### src/rtl/skinny_sbox_layer_seq.sv
// Sequences one 3-share Skinny-64 S-box layer through a single shared HPC2 S-box,
// one nibble per evaluation, with per-evaluation fresh randomness and a Synch timeout.
module skinny_sbox_layer_seq #(
   parameter int unsigned NIBBLES = 16,
   parameter int unsigned FRESH_W = 51,
   parameter int unsigned TIMEOUT = 31
) (
   input  logic                 clk,
   input  logic                 rst,
   input  logic                 in_valid,
   output logic                 in_ready,
   input  logic [4*NIBBLES-1:0] in_s0,
   input  logic [4*NIBBLES-1:0] in_s1,
   input  logic [4*NIBBLES-1:0] in_s2,
   input  logic [FRESH_W-1:0]   fresh_i,
   input  logic                 fresh_valid,
   output logic                 fresh_ready,
   output logic [3:0]           sb_x_s0,
   output logic [3:0]           sb_x_s1,
   output logic [3:0]           sb_x_s2,
   output logic [FRESH_W-1:0]   sb_fresh,
   output logic                 sb_rst,
   input  logic [3:0]           sb_y_s0,
   input  logic [3:0]           sb_y_s1,
   input  logic [3:0]           sb_y_s2,
   input  logic                 sb_synch,
   output logic                 out_valid,
   input  logic                 out_ready,
   output logic [4*NIBBLES-1:0] out_s0,
   output logic [4*NIBBLES-1:0] out_s1,
   output logic [4*NIBBLES-1:0] out_s2,
   output logic                 err
);

   localparam int unsigned W     = 4 * NIBBLES;
   localparam int unsigned IDX_W = (NIBBLES > 1) ? $clog2(NIBBLES) : 1;
   localparam int unsigned CNT_W = $clog2(TIMEOUT + 1);

   typedef enum logic [2:0] {
      S_IDLE,
      S_LOAD,
      S_KICK,
      S_WAIT,
      S_DONE
   } state_t;

   state_t             state, state_nxt;
   logic [W-1:0]       buf_s0, buf_s1, buf_s2;
   logic [IDX_W-1:0]   idx;
   logic [IDX_W+1:0]   nib_lo;
   logic [CNT_W-1:0]   wait_cnt;
   logic [FRESH_W-1:0] fresh_q;
   logic [3:0]         x_s0, x_s1, x_s2;
   logic               err_q;
   logic               last_nib;
   logic               wait_expired;

   assign nib_lo       = {idx, 2'b00};
   assign last_nib     = (idx == IDX_W'(NIBBLES - 1));
   assign wait_expired = (wait_cnt == CNT_W'(TIMEOUT - 1));

   always_comb begin
      state_nxt   = state;
      in_ready    = 1'b0;
      fresh_ready = 1'b0;
      out_valid   = 1'b0;
      sb_rst      = 1'b1;
      sb_fresh    = '0;
      out_s0      = '0;
      out_s1      = '0;
      out_s2      = '0;
      case (state)
         S_IDLE: begin
            in_ready = rst;
            if (in_valid) state_nxt = S_LOAD;
         end
         S_LOAD: begin
            fresh_ready = fresh_valid;
            if (fresh_valid) state_nxt = S_KICK;
         end
         S_KICK: begin
            sb_fresh  = fresh_q;
            state_nxt = S_WAIT;
         end
         S_WAIT: begin
            sb_rst   = 1'b0;
            sb_fresh = fresh_q;
            // Synch on the final allowed cycle wins over the timeout
            if (sb_synch)          state_nxt = last_nib ? S_DONE : S_LOAD;
            else if (wait_expired) state_nxt = S_IDLE;
         end
         S_DONE: begin
            out_valid = 1'b1;
            out_s0    = buf_s0;
            out_s1    = buf_s1;
            out_s2    = buf_s2;
            if (out_ready) state_nxt = S_IDLE;
         end
         default: state_nxt = S_IDLE;
      endcase
   end

   always_ff @(posedge clk or negedge rst) begin
      if (!rst) begin
         state    <= S_IDLE;
         idx      <= '0;
         wait_cnt <= '0;
         buf_s0   <= '0;
         buf_s1   <= '0;
         buf_s2   <= '0;
         fresh_q  <= '0;
         x_s0     <= '0;
         x_s1     <= '0;
         x_s2     <= '0;
         err_q    <= 1'b0;
      end else begin
         state <= state_nxt;
         case (state)
            S_IDLE: if (in_valid) begin
               buf_s0 <= in_s0;
               buf_s1 <= in_s1;
               buf_s2 <= in_s2;
               idx    <= '0;
               err_q  <= 1'b0;
            end
            S_LOAD: if (fresh_valid) begin
               fresh_q <= fresh_i;
               x_s0    <= buf_s0[nib_lo +: 4];
               x_s1    <= buf_s1[nib_lo +: 4];
               x_s2    <= buf_s2[nib_lo +: 4];
            end
            S_KICK: wait_cnt <= '0;
            S_WAIT: begin
               if (sb_synch) begin
                  buf_s0[nib_lo +: 4] <= sb_y_s0;
                  buf_s1[nib_lo +: 4] <= sb_y_s1;
                  buf_s2[nib_lo +: 4] <= sb_y_s2;
                  x_s0 <= '0;
                  x_s1 <= '0;
                  x_s2 <= '0;
                  if (!last_nib) idx <= idx + IDX_W'(1);
               end else if (wait_expired) begin
                  err_q  <= 1'b1;
                  buf_s0 <= '0;
                  buf_s1 <= '0;
                  buf_s2 <= '0;
                  x_s0   <= '0;
                  x_s1   <= '0;
                  x_s2   <= '0;
               end else begin
                  wait_cnt <= wait_cnt + CNT_W'(1);
               end
            end
            S_DONE: if (out_ready) begin
               buf_s0  <= '0;
               buf_s1  <= '0;
               buf_s2  <= '0;
               fresh_q <= '0;
            end
            default: ;
         endcase
      end
   end

   assign sb_x_s0 = x_s0;
   assign sb_x_s1 = x_s1;
   assign sb_x_s2 = x_s2;
   assign err     = err_q;

endmodule

### config.mk
export PLATFORM = sky130hd
export DESIGN_NAME = skinny_sbox_layer_seq
export DESIGN_NICKNAME = d
export VERILOG_FILES = /design/src/rtl/skinny_sbox_layer_seq.sv
export SDC_FILE = /design/constraint.sdc
export NUM_CORES = 1
export LEC_CHECK = 0
export CAP_MARGIN = 20
export CORE_AREA = 2 2 201 203
export CTS_CLUSTER_SIZE = 12
export DETAILED_ROUTE_END_ITERATION = 8
export DIE_AREA = 0 0 203 205
export PLACE_DENSITY = 0.7
export SLEW_MARGIN = 10
export SYNTH_ARGS = -nofsm -noshare
export SYNTH_HDL_FRONTEND = slang
export SYNTH_SLANG_ARGS = --single-unit
### constraint.sdc
create_clock -name clk -period 4.4 [get_ports clk]
set_input_delay 0.66 -clock clk [delete_from_list [all_inputs] [get_ports clk]]
set_output_delay 0.66 -clock clk [all_outputs]
set_load 0.03 [all_outputs]
==> results.cfg <==
[timing]
grt_setup_unrepaired = no
period_minus_slack_ns = 3.85
finClkSkew_ns = 0.0249
worstMarginPinSlew_ns = 1.28
fmax_mhz = 260
tns_ns = 0
maxSlewViolCount = 0
setup_violations = 0
hold_viol = 0
slew_headroom_pct = 14.2
period_share_pct = 87.5

[setup_path]
rr_endpoint = buf_s2[56]
crit_fanout = 57
worst-r2r-cell-count = 7
cp.arrival_ns = 3.19
rr_startpoint = idx[0]
end_kind = primary output
worstPathRequired_ns = 3.74
critPathKind = flip-flop to primary output
r2r_setup_slack_ns = 0.79
worst_setup_path_start_kind = flip-flop

[yosys]
ys_warn_count = 0
yosysTopAreaCellShare_pct = 43.7
synth-edff-count = 0
synth_area_leader_cell = dfrtp_1
synthCells = 1565
synth_nets = 1833
synth-main-ff-cell = dfrtp_1
syn_area_sq_um = 15400
synth.avg_cell_area_sq_um = 9.81
synthArstFlopShare_pct = 100
synth.area.top_cells = dfrtp_1 44%, and2_1 11%, o2bb2ai_1 7.8%
synth_cell_types = 64
synth-seq-cells = 268
seq_area_frac_synth_pct = 43.7

[floorplanning]
die_w_um = 203
die_h_um = 205
initial_core_util_pct = 39.0
ios = 521
die_area_sq_um = 41600
core_sq_um = 39400
rows = 73

[routing]
dr.pass1.iters = 6
antenna_left = 0
drc = 0
routed_via_density = 6.07
vias = 15600
drt_iter0_drc = 1394
wl_per_cell_um = 26.6
routed_wl_um = 68400

[final_layout]
seq_area_sq_um = 6710
nets = 2281
multi_input_area_sq_um = 7960
fin_util_pct = 56.3
layout_common_cells = 519 x clkdlybuf4s50_1, 266 x and2_1, 266 x dfrtp_1, 165 x nand2_1, 136 x o2bb2ai_1
final_common_cell = clkdlybuf4s50_1
syn2layout_area_growth_pct = 44.2
fillers = 3424
drive_above_1_share_pct = 7.41

[global_routing]
grt_max_degree = 139
grt_pass1_wl_um = 98800
first_global_vias = 15600
antenna_found_initial = 6
track_usage_pct = 31.7
globalRouteOverflowTotal = 0

[clock_tree]
path_clk_slew_ns = 0.06
worstSkewPairLatency_ns = 0.61
cts_tree = yes
cts.sinks = 268
ctsLongestPathBuffers = 3
cts_made_buffers = 31
htree_levels = 1
clockRootBuffer = clkbuf_16
postCtsSetupBuffers = 0

[status]
outcome = finished, final reports clean

[hold_path]
min_to = fresh_q[8]
min_path_cells = 2
hold_start = fresh_q[8]
hold_path.class = flip-flop to flip-flop

[job]
cap_violations = 0

[pwr]
peakVddDrop_mv = 0.403
power_leakage_nw = 9.00
power_mw = 13.8
power_density_nw_per_um2 = 621

[placement]
dp.final_hpwl_um = 49900
port_buffers = 520
routabilityCongestion = 0.977
critical path: stages, from the launching register on:
cell and delay [ns]:
dfrtp_1 0.55, nor2_1 0.20, nand2_2 0.09, inv_4 0.43, buf_12 0.29, and2_1 0.27, clkdlybuf4s50_1 0.72
through the flow:
| stage | hold slack, ns | instance area [sq um] | instances | setup WS (ns) |
|---|---|---|---|---|
| 2_1_floorplan | 0.364 | 15400 | 1565 | 1.26 |
| 5_1_grt | 0.504 | 22100 | 2565 | 0.357 |
| 6_report | 0.471 | 22200 | 2567 | 0.549 |
| 4_1_cts | 0.475 | 22100 | 2557 | 0.568 |
| 3_3_place_gp | 0.453 | 21000 | 2499 | 0.833 |
| 3_5_place_dp | 0.462 | 21000 | 2499 | 0.758 |
how the worst max path moves through the flow:
stage | slack, ns | to | start
2_1_floorplan | 1.26 | buf_s1[32] | idx[1]
3_3_place_gp | 0.83 | buf_s1[57] | sb_synch
3_5_place_dp | 0.76 | buf_s2[56] | sb_synch
4_1_cts | 0.57 | out_s2[56] | state[0]
5_1_grt | 0.36 | out_s1[14] | state[0]
6_report | 0.55 | out_s2[56] | state[0]
flip-flops by register name, summed over array words and instances, names as in the netlist:
name / flops
buf_s0: 64
buf_s1: 64
buf_s2: 64
err: 1
fresh_q: 51
idx: 4
sb_x_s0: 4
sb_x_s1: 4
sb_x_s2: 4
state: 3
wait_cnt: 5
layer usage:
metal	routed length (um)	track usage, %
met1	25200	38.7
met2	31000	50.3
met3	7290	8.11
met4	4920	19.5
met5	37	0
what timing repair did:
item | CTS | global route
hold buffers | 1 | 0
endpoints found under the hold margin | 5 | 0
gates resized for setup | 0 | 0
power breakdown:
group	switching (mW)	total, mW	internal [mW]	leakage (nW)
clock network	1.11	2.66	1.55	0.508
registers	1.17	4.77	3.60	3.40
logic	3.62	6.32	2.70	5.09
synth_stat cells (all sizes together), types with 22 or more instances:
cell and number:
a221o 42, clkbuf 106, mux2i 49, o22ai 26, dfrtp 268, o2bb2ai 136, buf 50, and2 266
a32oi 26, mux4 24, a22oi 110, nor2 44, inv 22, o21ai 86, nand2 166
logic make-up after synthesis:
| logic type | synth area share [%] |
|---|---|
| simple gates | 18.7 |
| compound gates | 25.4 |
| flops | 43.7 |
| buf+inv | 4.81 |
| mux | 6.79 |
| fa+ha+maj | 0.570 |
| xor+xnor | 0.0570 |
final cells by class:
| type | instances | share of cell area [%] |
|---|---|---|
| Clock buffer | 44 | 3.90 |
| Timing Repair Buffer | 571 | 25.7 |
| Multi-Input combinational cell | 1118 | 35.9 |
| Inverter | 23 | 0.401 |
| Antenna cell | 5 | 0.0565 |
| Sequential cell | 268 | 30.3 |
| Clock inverter | 13 | 0.757 |
| Tap cell | 525 | 2.97 |
Note: power is estimated with default switching activity, not from simulation.
